`config.mk`:
```
export PLATFORM = sky130hd
export DESIGN_NAME = router_1xn_top
export DESIGN_NICKNAME = d
export VERILOG_FILES = /design/src/rtl/router_1xn_top.sv
export SDC_FILE = /design/constraint.sdc
export NUM_CORES = 1
export LEC_CHECK = 0
export ABC_AREA = 1
export BUFFER_PORTS_ARGS = -buffer_cell sky130_fd_sc_hd__buf_4
export CAP_MARGIN = 20
export CORE_MARGIN = 2
export CORE_UTILIZATION = 55
export DETAILED_ROUTE_END_ITERATION = 8
export GPL_TIMING_DRIVEN = 0
export HOLD_SLACK_MARGIN = 0.15
export PLACE_DENSITY = 0.71
export SLEW_MARGIN = 10
export SYNTH_ARGS = -nofsm -noshare
export SYNTH_HDL_FRONTEND = slang
export SYNTH_SLANG_ARGS = --single-unit
```
`constraint.sdc`:
```
create_clock -name clock -period 6.39 [get_ports clock]
set_input_delay 0.639 -clock clock [delete_from_list [all_inputs] [get_ports clock]]
set_output_delay 0.639 -clock clock [all_outputs]
set_load 0.02 [all_outputs]
```
`src/rtl/router_1xn_top.sv`:
```
// 1-to-N byte-serial packet router: header-addressed per-channel FIFOs,
// parity check, invalid-address drop and per-channel read-timeout flush.
//
// state        | meaning
// S_DECODE     | idle, evaluating the header on data_in
// S_WAIT_EMPTY | header held until its target FIFO has drained
// S_LOAD       | writing payload and parity into the target FIFO
// S_CHECK      | one busy cycle after the parity byte
// S_DROP       | discarding the remainder of a packet
module router_1xn_top #(
  parameter int NUM_CH  = 4,
  parameter int DATA_W  = 8,
  parameter int DEPTH   = 16,
  parameter int TIMEOUT = 30
) (
  input  logic                     clock,
  input  logic                     reset,
  input  logic                     pkt_valid,
  input  logic [DATA_W-1:0]        data_in,
  input  logic [NUM_CH-1:0]        read_enb,
  output logic [NUM_CH*DATA_W-1:0] data_out,
  output logic [NUM_CH-1:0]        vld_out,
  output logic [NUM_CH-1:0]        soft_reset,
  output logic                     busy,
  output logic                     err,
  output logic                     addr_err
);
  localparam int ADDR_W = (NUM_CH > 2) ? $clog2(NUM_CH) : 1;
  localparam int PTR_W  = $clog2(DEPTH);
  localparam int TMR_W  = $clog2(TIMEOUT + 1);
  localparam logic [PTR_W:0]   FULL_CNT = (PTR_W+1)'(DEPTH);
  localparam logic [TMR_W-1:0] TMR_LAST = TMR_W'(TIMEOUT - 1);

  typedef enum logic [2:0] {S_DECODE, S_WAIT_EMPTY, S_LOAD, S_CHECK, S_DROP} state_t;

  state_t              state;
  logic [ADDR_W-1:0]   tgt;
  logic [DATA_W-1:0]   parity;
  logic [ADDR_W-1:0]   hdr_addr;
  logic                hdr_ok;
  logic [NUM_CH-1:0]   full, push, pop, flush;

  assign hdr_addr = data_in[ADDR_W-1:0];
  assign hdr_ok   = int'(hdr_addr) < NUM_CH;

  always_comb begin
    busy = 1'b0;
    case (state)
      S_WAIT_EMPTY, S_CHECK: busy = 1'b1;
      S_LOAD:                busy = full[tgt];
      default:               busy = 1'b0;
    endcase
  end

  always_comb begin
    push = '0;
    if (state == S_DECODE && pkt_valid && hdr_ok && !vld_out[hdr_addr])
      push[hdr_addr] = 1'b1;
    else if (state == S_LOAD && !full[tgt])
      push[tgt] = 1'b1;
  end

  for (genvar i = 0; i < NUM_CH; i++) begin : g_ch
    logic [DATA_W-1:0] mem [DEPTH];
    logic [PTR_W:0]    wr_ptr, rd_ptr;
    logic [TMR_W-1:0]  tmr;
    logic              sr_q;

    assign vld_out[i]    = wr_ptr != rd_ptr;
    assign full[i]       = (wr_ptr - rd_ptr) == FULL_CNT;
    assign pop[i]        = read_enb[i] && vld_out[i];
    assign flush[i]      = vld_out[i] && !read_enb[i] && tmr == TMR_LAST;
    assign soft_reset[i] = sr_q;
    assign data_out[i*DATA_W +: DATA_W] = vld_out[i] ? mem[rd_ptr[PTR_W-1:0]] : '0;

    always_ff @(posedge clock or posedge reset) begin
      if (reset) begin
        wr_ptr <= '0;
        rd_ptr <= '0;
        tmr    <= '0;
        sr_q   <= 1'b0;
      end else begin
        sr_q <= flush[i];
        if (flush[i]) begin
          wr_ptr <= '0;
          rd_ptr <= '0;
          tmr    <= '0;
        end else begin
          if (push[i]) wr_ptr <= wr_ptr + 1'b1;
          if (pop[i])  rd_ptr <= rd_ptr + 1'b1;
          if (pop[i] || !vld_out[i]) tmr <= '0;
          else                       tmr <= tmr + 1'b1;
        end
      end
    end

    // flush wins over a same-edge push, so the byte is never stored
    always_ff @(posedge clock) begin
      if (push[i] && !flush[i]) mem[wr_ptr[PTR_W-1:0]] <= data_in;
    end
  end

  always_ff @(posedge clock or posedge reset) begin
    if (reset) begin
      state    <= S_DECODE;
      tgt      <= '0;
      parity   <= '0;
      err      <= 1'b0;
      addr_err <= 1'b0;
    end else begin
      case (state)
        S_DECODE: if (pkt_valid) begin
          if (!hdr_ok) begin
            addr_err <= 1'b1;
            state    <= S_DROP;
          end else begin
            tgt <= hdr_addr;
            if (!vld_out[hdr_addr]) begin
              parity   <= data_in;
              err      <= 1'b0;
              addr_err <= 1'b0;
              state    <= S_LOAD;
            end else begin
              state <= S_WAIT_EMPTY;
            end
          end
        end
        S_WAIT_EMPTY: if (!vld_out[tgt]) state <= S_DECODE;
        // a flushed target abandons the packet; if the parity byte was just
        // consumed there is nothing left to discard
        S_LOAD: if (flush[tgt]) begin
          state <= (pkt_valid || full[tgt]) ? S_DROP : S_DECODE;
        end else if (!full[tgt]) begin
          if (pkt_valid) begin
            parity <= parity ^ data_in;
          end else begin
            err   <= data_in != parity;
            state <= S_CHECK;
          end
        end
        S_CHECK: state <= S_DECODE;
        S_DROP:  if (!pkt_valid) state <= S_DECODE;
        default: state <= S_DECODE;
      endcase
    end
  end
endmodule

```
* Word-level counts from Yosys, hierarchy flattened
Memory sizes are Yosys's and may differ from the RTL's. Index checks and enable logic that the tools add are counted.
Storage, ports and cells: flip-flop bits (word level) 78, bits in writable memories 512, output and inout port bits 43, memories kept 4
Operators by class: add/subtract/negate cells 16, order comparisons 4, equality and inequality tests 27, mux-type cells 72, bitwise operators 1, reduce and logical (&&, ||, !) cells 55
Memory list:
- g_ch[0].mem | words 16, bits a word 8, rd ports 1, clocked after Yosys merged registers in 0, wr ports 1, line 64 | logic [DATA_W-1:0] mem [DEPTH];
- g_ch[1].mem | words 16, bits a word 8, rd ports 1, clocked after Yosys merged registers in 0, wr ports 1, line 64
- g_ch[2].mem | words 16, bits a word 8, rd ports 1, clocked after Yosys merged registers in 0, wr ports 1, line 64
- g_ch[3].mem | words 16, bits a word 8, rd ports 1, clocked after Yosys merged registers in 0, wr ports 1, line 64
Operators by type and width (number):
- $mux 5 | 24
- $mux 8 | 9
- $add 5x1->5 const B | 12
- $eq 5x5->1 const B | 8
- $logic_and 1x1->1 | 21
- $mux 3 | 7
- $ne 5x5->1 | 4
- $sub 5x5->5 | 4
- $mux 1 | 19
- $reduce_bool 2->1 | 9
- $ne 2x2->1 const B | 8
- $pmux 8 s2 | 1
- $logic_not 1->1 | 14
- $pmux 3 s4 | 1
- $reduce_and 6->1 | 2
- $bmux 1 s2 | 4
- $mux 4 | 2
- $ne 8x8->1 | 1
- $xor 8x8->8 | 1
- $eq 3x2->1 const B | 2
- $lt 2x3->1 const B | 2
- $logic_or 1x1->1 | 5
- $reduce_and 5->1 | 1
- $demux 1 s2 | 2
- 10 further kinds | 12

* Longest topological paths before layout
Gate-level depths: netlist of run 1.
depth in word-level cells 11, gate-level depth with buffers 19, depth with buffers taken out 18

* Worst setup path before layout of run 1
OpenSTA, ideal clock, no wires.
kind reg2reg, start register g_ch[2].rd_ptr[2], end memory g_ch[3].mem[0][0], enable pin, setup time 0.370 ns, arrival 2.604 ns, required time 6.020 ns, slack 3.415 ns, cell stages (with the launch flop) 16, path buffers 1, period minus slack after synthesis 2.975 ns, cells stage by stage dfrtp_1 > clkbuf_1 > inv_1 > ha_1 > nand2_1 > nor2_1 > nand2_2 > nand2_1 > nand2_1 > nor2_4 > nand2_2 > nor2_8 > nand2_4 > nand2_8 > nand3_4 > nor2_1
RTL lines:
- start, declared | line 65 | logic [PTR_W:0] wr_ptr, rd_ptr;
- start signal, assigned | line 90 | if (pop[i]) rd_ptr <= rd_ptr + 1'b1;
- $ne 5x5->1 | line 69 | assign vld_out[i] = wr_ptr != rd_ptr;
- named net vld_out[2] | line 22 | output logic [NUM_CH-1:0] vld_out,
- $bmux 1 s2 | line 57 | if (state == S_DECODE && pkt_valid && hdr_ok && !vld_out[hdr_addr])
- $mux 1 (not written as such) | line 57
- $logic_not 1->1
- $logic_and 1x1->1 | line 57
- $mux 4 | line 57
- $logic_and 1x1->1 | line 99 | if (push[i] && !flush[i]) mem[wr_ptr[PTR_W-1:0]] <= data_in;
- $mux 1 | line 99
- $mux 1 (not written as such) | line 99
- end, declared | line 64
The timed path passes the listed nets, and every way through them passes these cells. The select of a mux whose other input is x is not followed.

* Final worst setup path of run 1
start register g_ch[3].rd_ptr[1], end output port busy
Between the ends: word-level cells in the longest chain between the ends 5
RTL lines:
- start, declared | line 65
- start signal, assigned | line 90
- $sub 5x5->5 | line 70 | assign full[i] = (wr_ptr - rd_ptr) == FULL_CNT;
- $eq 5x5->1 | line 70
- $bmux 1 s2 | line 50 | S_LOAD: busy = full[tgt];
- $mux 1 (not written as such) | line 50
- $pmux 1 s2 | line 48 | case (state)
- end, declared | line 24 | output logic busy,
No other way between the ends. The select of a mux whose other input is x is not followed.

==> results.md, run 1 <==
* Port Buffer Count at 56
* Netlist cell types at 41
* Final setup viols at 0
* Max-Cap Viols at 0
* Initial antenna violation count at 0
* Startpoint class of the critical path: register
* Post-synthesis area per instance at 11.7 sq um
* Area grow syn2layout at 12.1%
* Final TNS setup at 0 ns
* VDD IR-drop max at 0.400 mV
* Routed wire length at 62200 microns
* GRT Overall Usage at 25.9%
* CP Capture Type: output port
* CTS Buffer Depth at 3
* Die Y at 220 microns
* Cell Count Post-Placement at 2871
* DRT Pass-1 Iters at 5
* DR vias/cell at 5.92
* ANT nets after route at 0
* Sequential fraction of the synthesis area at 67.3%
* # IOs at 58
* Leakage power at 10.3 nW
* Clock skew at 0.0168 ns
* Synthesis-stage register bit count at 590
* Num rows at 79
* Worst-path clk slew at 0.06 ns
* Req. time, crit path at 5.75 ns
* TritonCTS clock tree: yes
* Share of post-route cells with drive strength above 1 at 8.88%
* CORE AREA at 46400 sq um
* Slew headroom at 34.3%
* DP Wirelength at 38800 microns
* Final cell count without fillers at 2982
* Iteration-0 DRC Markers at 1755
* Via count of the first global-routing pass at 17146
* Clock sinks at 590
* CP max FO at 10
* Hold Worst Slack at 0.350 ns
* DIE WIDTH at 220 microns
* RSZ-0062 raised after global routing: no
* Ant diodes at 0
* Hold Path Class: input port to register
* Syn nets at 2266
* Via count at 17645
* First-pass GRT wire length at 95500 microns
* Overflow after GRT at 0
* Final Hold Vio Count at 0
* Die ar. at 48500 sq um
* Mapped cell area at 25700 sq um
* Post-place instance area at 26900 sq um
* Routability cong. at 0.865
* Initial Utilization at 55.5%
* Post-CTS Setup Repair Bufs at 0
* Min cycle time layout at 4.62 ns
* Synthesized instance count at 2207
* Design Area, Final at 28800 sq um
* Slew Limit Fails at 0
* Worst Max-Slew Pin Slew at 0.981 ns
* Largest net degree at the start of global routing at 70
* Critical path class: register to output port
* Fill cell count at 3522
* Cts bufs inserted at 58
* Worst-skew pair later-pin latency at 0.62 ns
* Worst Path Arrival at 3.98 ns
* WL/cell at 20.9 microns
* Root Driver: clkbuf_16
* Synth warnings at 0
* Fmax at 216 MHz
* Tcrit/Tclk final at 72.4%
* R2r setup slk at 2.20 ns
* Remaining DRCs at 0
* Status: complete, no violations
* Post-layout net count at 2384
* H-tree levels at 2
* Power Density at 460 nW/um^2
==> cells in the mapped netlist, drive strengths merged <==
cell    number  share of area (%)
nand3      103                3.0
nand3b       6               0.18
xnor2       20               0.71
inv        111                1.6
o211ai      17               0.50
clkinv       9               0.13
xor2        30                1.0
nand4       31               0.78
a31oi       32               0.78
nor3         4               0.12
dfrtp       78                7.6
nand2      273                4.4
nor2       403                6.1
edfxtp     512                 60
o21bai       1              0.029
ha          44                2.1
a21oi        8               0.16
clkbuf      92                1.3
or2          4              0.097
o221ai      47                1.6
mux2i        1              0.039
buf         11               0.26
o21ai      280                5.4
a41oi        1              0.034
o22ai       88                2.1
conb         1              0.015
==> state kept, by name, summed over array words and instances (netlist names) <==
| name | flops |
|---|---|
| g_ch.tmr | 20 |
| parity | 8 |
| tgt | 2 |
| err | 1 |
| g_ch.wr_ptr | 20 |
| g_ch.mem | 512 |
| g_ch.sr_q | 4 |
| g_ch.rd_ptr | 20 |
| state | 3 |
==> area by class of cell <==
class / count / area (sq um) / share of cell area (%)
Buffer: 103 / 413 / 1.43
Clock buffer: 77 / 1610 / 5.57
Clock inverter: 33 / 293 / 1.01
Inverter: 120 / 453 / 1.57
Multi-Input combinational cell: 1394 / 7540 / 26.1
Sequential cell: 590 / 17300 / 60.1
Tap cell: 607 / 759 / 2.63
Timing Repair Buffer: 58 / 458 / 1.59
==> repair_timing <==
action / 4_1_cts / 5_1_grt
resized for setup: 0 / 0
hold buffers: 1 / 0
endpoints found under the hold margin: 36 / 0
==> per-layer routing <==
metal  GRT usage, %  up-vias  wire [microns]
li1               -     8177               -
met1           35.3     8618           25700
met2           43.1      727           30400
met3           3.84      123            4280
met4           8.32        0            1740
met5              0        -               0
==> final timing paths <==
check | cells past startpoint | from | end
max | 17 | g_ch[3].rd_ptr[1] | busy
min | 3 | pkt_valid | state[2]
max reg2reg | 16 | g_ch[3].rd_ptr[1] | g_ch[0].mem[7][2]
min reg2reg | 2 | err | err
max in group asynchronous | 4 | reset | g_ch[0].tmr[4]
min in group asynchronous | 3 | reset | g_ch[3].tmr[0]
==> cell usage in the layout (no fill, tap or decap), types with 30 or more instances in the layout <==
| cell | Yosys | routed |
|---|---|---|
| a31oi_1 | 32 | 32 |
| buf_4 | 5 | 61 |
| clkbuf_1 | 92 | 106 |
| clkbuf_16 | 0 | 61 |
| dfrtp_1 | 78 | 78 |
| edfxtp_1 | 512 | 512 |
| ha_1 | 44 | 44 |
| inv_1 | 106 | 105 |
| nand2_1 | 257 | 257 |
| nand3_1 | 81 | 81 |
| nand4_1 | 30 | 30 |
| nor2_1 | 390 | 390 |
| o21ai_0 | 280 | 280 |
| o221ai_1 | 47 | 47 |
| o22ai_1 | 88 | 88 |
| xor2_1 | 30 | 30 |
==> worst max-delay path, stage by stage (launching register included) <==
cell      delay [ns]
dfrtp_1         0.51
inv_1           0.25
clkbuf_1        0.52
ha_1            0.38
nand2_1         0.12
nand2_1         0.07
nand2_1         0.08
nand2_1         0.06
nand2_1         0.06
nand2_1         0.04
nand2_1         0.06
nand2_1         0.12
inv_1           0.09
nand2_1         0.05
nand2_1         0.09
clkbuf_1        0.39
nand2_1         0.25
buf_4           0.23
==> through the flow <==
stage	worst slack, ns	util [%]	total power [mW]
final	1.77	62.2	13.3
after CTS	1.87	62.2	13.2
after floorplan	3.42	-	8.07
after global routing	1.51	62.2	14.0
after detailed placement	2.33	58.1	9.85
after global placement	2.36	58.0	9.72
==> power breakdown <==
group / switching (mW) / total [mW] / internal (mW)
registers: 0.241 / 4.68 / 4.44
logic: 3.55 / 5.19 / 1.64
clock network: 1.43 / 3.40 / 1.97
==> kinds of logic (layout without fill, tap and decap cells) <==
kind of cell               count (synthesis)  count (layout)  share of synthesized area [%]
and+or+nand+nor                          824             824                           14.7
DFF                                      590             590                           67.3
AOI/OAI and AO/OA                        474             474                           10.7
buffers and inverters                    223             391                           3.36
xor gates and xnor gates                  50              50                           1.73
adders and majority gates                 44              44                           2.14
other                                      1               1                         0.0146
muxes                                      1               1                         0.0389
(Power assumes the default switching activity.)
==> run 2, diff against run 1 <==
- ABC_AREA: 1 -> 0
- clock period: 6.39 -> 4.8 ns (I/O delays scaled with it)
==> run 2 against run 1 <==
  * Setup slack got worse by 1.5 ns
  * Final area fell by 2.2%
  * First-iteration DRC count fell by 40%
  * Wire length fell by 17%
  * Critical path depth fell by 4
  * Largest cell class unchanged
  * Largest power group is now sequential cells
==> results.md, run 2 <==
* Status: complete, no violations
* Most frequent cells in the layout: edfxtp_1, mux4_2, dfrtp_1
* Leakage power at 9.59 nW
* Top cell type's share of synthesized area at 61.3%
* Crit-path max cell delay at 0.40 ns
* Port Buffer Count at 56
* Netlist cell types at 68
* Slew Limit Fails at 0
* Top FF cell, synth: edfxtp_1
* DR vias/cell at 6.04
* Cts bufs inserted at 58
* DP Wirelength at 32300 microns
* Initial Utilization at 55.5%
* Max-Cap Viols at 0
* Share of post-route cells with drive strength above 1 at 23.2%
* ANT nets after route at 0
* Sequential fraction of the synthesis area at 69.1%
* Largest area contributor in the netlist: edfxtp_1
* Post-place instance area at 26400 sq um
* RSZ-0062 raised after global routing: no
* Largest net degree at the start of global routing at 69
* Routability cong. at 0.819
* Post-synthesis area per instance at 18.0 sq um
* DRT Pass-1 Iters at 8
* Startpoint class of the critical path: register
* Iteration-0 DRC Markers at 1050
* Comb pwr share at 31.4%
* CP Capture Type: output port
* Worst-path cell chain: clkbuf_1 -> clkbuf_2 -> inv_1 -> ha_1 -> nor2b_1 -> or3_1 -> a311oi_2 -> nand3b_2 -> nand4_1 -> buf_4 -> a21oi_1 -> nor2_1 -> buf_4
* Power Density at 531 nW/um^2
* Root Driver: clkbuf_16
* Ranking of synthesized cells by area: edfxtp_1, mux4_2, dfrtp_1
* Buffers & Inverters on Critical Path at 5
* Worst hold start: read_enb[3]
* TritonCTS clock tree: yes
* Sw frac at 30.1%
* Most frequent cells after synthesis: edfxtp_1, mux4_2, dfrtp_1
* Clock sinks at 590
* Overflow after GRT at 0
* Via count of the first global-routing pass at 13363
* Largest register FFs at 512
* Post-layout net count at 1577
* Sequential group share of total power at 39.8%
* Total internal power at 10.5 mW
* Syn nets at 1453
* WL/cell at 23.8 microns
* Final TNS setup at 0 ns
* Mapped cell area at 25100 sq um
* First-pass GRT wire length at 79600 microns
* Critical path launch point: g_ch[3].rd_ptr[1]
* Net Sw Power at 4.51 mW
* Critical path class: register to output port
* Slew headroom at 37.2%
* Via count at 13060
* Remaining DRCs at 0
* CP max-delay cell: clkbuf_1
* Final Hold Vio Count at 0
* Die ar. at 47300 sq um
* Clock network power share at 28.8%
* # IOs at 58
* Crit path max-delay family: buffers and inverters
* Worst Path Arrival at 4.08 ns
* Worst R2R Start: g_ch[3].rd_ptr[1]
* Clock skew at 0.0229 ns
* Routed wire length at 51600 microns
* EDFF count, synth at 512
* Cell with the most instances after synthesis: edfxtp_1
* Worst-skew pair later-pin latency at 0.62 ns
* CORE AREA at 45200 sq um
* H-tree levels at 2
* DIE WIDTH at 217 microns
* Fill cell count at 3174
* Hold Path Class: input port to register
* Most frequent CP cell: buf_4
* GRT Overall Usage at 22.6%
* Final setup viols at 0
* Ys async rst share at 13.2%
* Fmax at 219 MHz
* Num rows at 78
* Worst Max-Slew Pin Slew at 0.938 ns
* Design Area, Final at 28200 sq um
* VDD IR-drop max at 0.381 mV
* CP max FO at 10
* Min cycle time layout at 4.56 ns
* Synth warnings at 0
* Req. time, crit path at 4.32 ns
* Tcrit/Tclk final at 95.1%
* Initial antenna violation count at 1
* Most common cell after layout, fill and taps aside: edfxtp_1
* Die Y at 217 microns
* Ant diodes at 0
* CTS Buffer Depth at 3
* Area grow syn2layout at 12.5%
* Worst-path clk slew at 0.06 ns
* Synthesis-stage register bit count at 590
* Synthesized instance count at 1394
run 2: changes by cell type in the layout (fill, tap and decap cells not counted), sizes merged, moves of 68 or more:
cell and delta:
inv -68, mux4 +162, nand2 -218, nor2 -342, o21ai -253, o22ai -79
run 2: worst register-to-register path: cells and delay by family, from the launching register on:
kind	cells	cell delay, ns
AOI/OAI and AO/OA	1	0.10
adders and majority gates	1	0.32
buffers and inverters	6	1.50
DFF	1	0.35
and+or+nand+nor	5	1.57
run 2: power by group through the flow:
stage,Combinational (mW),Clock [mW],Sequential (mW)
2_1_floorplan,3.33,0,6.00
3_3_place_gp,4.71,0,6.03
3_5_place_dp,4.79,0,6.04
4_1_cts,4.81,4.38,5.94
5_1_grt,5.07,4.58,6.00
6_report,4.71,4.31,5.97
run 2: repair_timing:
item                                   CTS  global route
hold buffers                             2             0
cloned                                   0             0
gates resized for setup                  1             5
endpoints found under the hold margin   34             0
pin swaps                                0             0
setup buffers                            0             0
setup endpoints to repair                1             1
run 2: area by class of cell:
class | count | area, sq um | area share (%)
sequential | 590 | 17300 | 61.4
multi-input combinational | 692 | 7340 | 26.0
clock buffer | 76 | 1530 | 5.42
tap | 600 | 751 | 2.66
timing repair buffer | 67 | 528 | 1.87
buffer | 67 | 309 | 1.10
clock inverter | 30 | 269 | 0.954
inverter | 42 | 160 | 0.568
run 2: cells by family after synthesis:
| group | synth area share [%] |
|---|---|
| flip-flops | 69.1 |
| XOR/XNOR | 1.42 |
| buffers and inverters | 1.89 |
| AND/OR/NAND/NOR | 7.39 |
| adder cells (fa/ha/maj) | 2.20 |
| other | 0.0150 |
| AO/OA/AOI/OAI | 3.06 |
| multiplexers | 14.9 |
run 2: per-stage QoR:
| stage | hold slack, ns | setup WS, ns | util [%] | instances | power (mW) |
|---|---|---|---|---|---|
| finish | 0.211 | 0.237 | 62.4 | 2164 | 15.0 |
| global route | 0.216 | 0.0314 | 62.4 | 2164 | 15.7 |
| CTS | 0.182 | 0.0354 | 62.4 | 2166 | 15.1 |
| detailed placement | 0.487 | 0.488 | 58.4 | 2059 | 10.8 |
| global placement | 0.474 | -0.417 | 58.1 | 2050 | 10.7 |
| floorplan | 0.450 | 1.15 | - | 1394 | 9.32 |
run 2: metal layers:
metal | share of wire (%) | track usage, % | vias to the layer above | wire, microns
met5 | 0.027 | 0 | - | 14
met4 | 2.4 | 6.48 | 2 | 1260
met3 | 5.4 | 3.51 | 77 | 2800
met2 | 50 | 36.8 | 382 | 25700
met1 | 42 | 32.0 | 6763 | 21900
li1 | - | - | 5836 | -
run 2: worst paths after layout:
kind                                endpoint  slack (ns)  depth (start not counted)
setup / recovery                        busy        0.24                         13
hold / removal             g_ch[3].rd_ptr[0]        0.21                          3
setup reg to reg           g_ch[3].mem[3][6]        0.68                         13
hold reg to reg               g_ch[2].tmr[0]        0.49                          1
max in group asynchronous     g_ch[0].tmr[3]        3.73                          4
min in group asynchronous       g_ch[3].sr_q        0.45                          3
==> run 3, diff against run 2 <==
- GPL_TIMING_DRIVEN: 0 -> default
==> run 3 against run 2 <==
  * Final area down 0.76%
  * Critical path depth down 3
  * Via count down 1.9%
  * Worst hold slack worse by 0.018 ns
  * Global-route usage down 0.48 points
  * Non-clock buffer count down 57
  * Setup slack worse by 0.0052 ns
  * Sequential cell count unchanged
  * Core utilization down 0.47 points
  * Critical endpoint unchanged
==> results.md, run 3 (same netlist as run 2, synthesis figures left out) <==
* Initial antenna violation count at 1
* Cts bufs inserted at 57
* Largest register FFs at 512
* Cell Count Post-Placement at 1998
* VDD IR-drop max at 0.420 mV
* Req. time, crit path at 4.32 ns
* DR vias/cell at 6.08
* Worst hold path depth at 2
* Root Driver: clkbuf_16
* Worst Path Arrival at 4.09 ns
* Leakage power at 9.51 nW
* Final core utilization at 62.0%
* Final Hold Vio Count at 0
* Routability cong. at 0.822
* Routed wire length at 51000 microns
* Worst Max-Slew Pin Slew at 1.05 ns
* Final Worst Setup Slack at 0.232 ns
* TritonCTS clock tree: yes
* Final cell count without fillers at 2106
* Critical path class: register to output port
* CP Capture Type: output port
* # IOs at 58
* Worst-path clk slew at 0.06 ns
* Iteration-0 DRC Markers at 1173
* Port Buffer Count at 56
* Clock sinks at 590
* Remaining DRCs at 0
* Hold Worst Slack at 0.193 ns
* Post-place instance area at 26100 sq um
* CP max FO at 12
* Area grow syn2layout at 11.7%
* DP Wirelength at 30900 microns
* Slew Limit Fails at 0
* Most common cell after layout, fill and taps aside: edfxtp_1
* Slew headroom at 29.6%
* Clock skew at 0.0212 ns
* ANT nets after route at 0
* DRT Pass-1 Iters at 7
* Post-layout net count at 1519
* Num rows at 78
* Power Density at 539 nW/um^2
* Initial Utilization at 55.5%
* GRT Overall Usage at 22.1%
* Design Area, Final at 28000 sq um
* RSZ-0062 raised after global routing: no
* Die ar. at 47300 sq um
* Overflow after GRT at 0
* CTS Buffer Depth at 3
* Worst setup slack after placement at 0.908 ns
* DIE WIDTH at 217 microns
* Status: complete, no violations
* Largest net degree at the start of global routing at 75
* H-tree levels at 2
* PnR Total Power at 15.1 mW
* Worst-skew pair later-pin latency at 0.62 ns
* Post-CTS Setup Repair Bufs at 0
* Via count at 12812
* Final TNS setup at 0 ns
* Share of post-route cells with drive strength above 1 at 23.7%
* Final setup viols at 0
* Startpoint class of the critical path: register
* Worst r2r path cells at 10
* WL/cell at 24.2 microns
* Ant diodes at 0
* Fmax at 219 MHz
* Max-Cap Viols at 0
* Die Y at 217 microns
* Tcrit/Tclk final at 95.2%
* Via count of the first global-routing pass at 13017
* CORE AREA at 45200 sq um
* Min cycle time layout at 4.57 ns
* Most frequent cells in the layout: edfxtp_1, mux4_2, dfrtp_1, buf_4, clkbuf_16
* First-pass GRT wire length at 78500 microns
* PostCTS Resize Cnt at 0
* Hold Path Class: input port to register
==> run 3: cell types whose count changed in the layout (fill, tap and decap cells not counted), moves of 2 or more <==
cell	previous run	this run
buf_1	2	0
buf_2	16	1
buf_4	71	74
bufinv_16	4	6
clkbuf_1	55	10
clkbuf_2	3	0
clkbuf_8	1	3
clkinv_1	11	7
clkinv_2	7	14
dfrtp_1	78	74
dfrtp_2	0	4
nor4bb_1	0	3
nor4bb_4	3	0
==> run 3: layer usage <==
layer	GRT usage (%)	vias to the layer above	routed length [microns]
li1	-	5709	-
met1	32.2	6685	22500
met3	3.57	66	2480
met5	0	-	11
met4	5.80	2	1020
met2	35.2	350	24900
==> run 3: final cells by class <==
type,count,area [sq um]
Clock inverter,33,328
Tap cell,600,751
Multi-Input combinational cell,692,7290
Fill cell,3164,17200
Timing Repair Buffer,77,581
Sequential cell,590,17300
Clock buffer,72,1560
Inverter,42,159
==> run 3: critical path: stages, from the launching register on <==
cell and delay, ns:
dfrtp_1 0.38, inv_1 0.42, ha_1 0.38, or3_1 0.37, or3_1 0.33, a311oi_2 0.31
nand3b_2 0.20, nand4_1 0.44, a21oi_1 0.14, nor2_1 0.30, buf_4 0.21
==> run 3: where the power goes <==
| part | total (mW) | internal, mW | switching, mW |
|---|---|---|---|
| registers | 6.00 | 5.76 | 0.242 |
| clock network | 4.50 | 2.61 | 1.89 |
| logic | 4.60 | 2.22 | 2.38 |
| total | 15.1 | 10.6 | 4.51 |
==> run 3: path summary, 6_finish.rpt <==
path | from | endpoint | slack [ns]
min | read_enb[3] | g_ch[3].sr_q | 0.19
min in group asynchronous | reset | g_ch[3].sr_q | 0.54
max reg2reg | g_ch[1].rd_ptr[3] | g_ch[1].mem[13][7] | 0.99
max | g_ch[3].rd_ptr[3] | busy | 0.23
max in group asynchronous | reset | g_ch[0].rd_ptr[0] | 3.25
min reg2reg | g_ch[3].rd_ptr[3] | g_ch[3].rd_ptr[3] | 0.49
==> run 3: repair_timing <==
action | 4_1_cts | 5_1_grt
hold endpoints to repair | 44 | 0
setup endpoints to repair | 0 | 0
hold buffers | 2 | 0
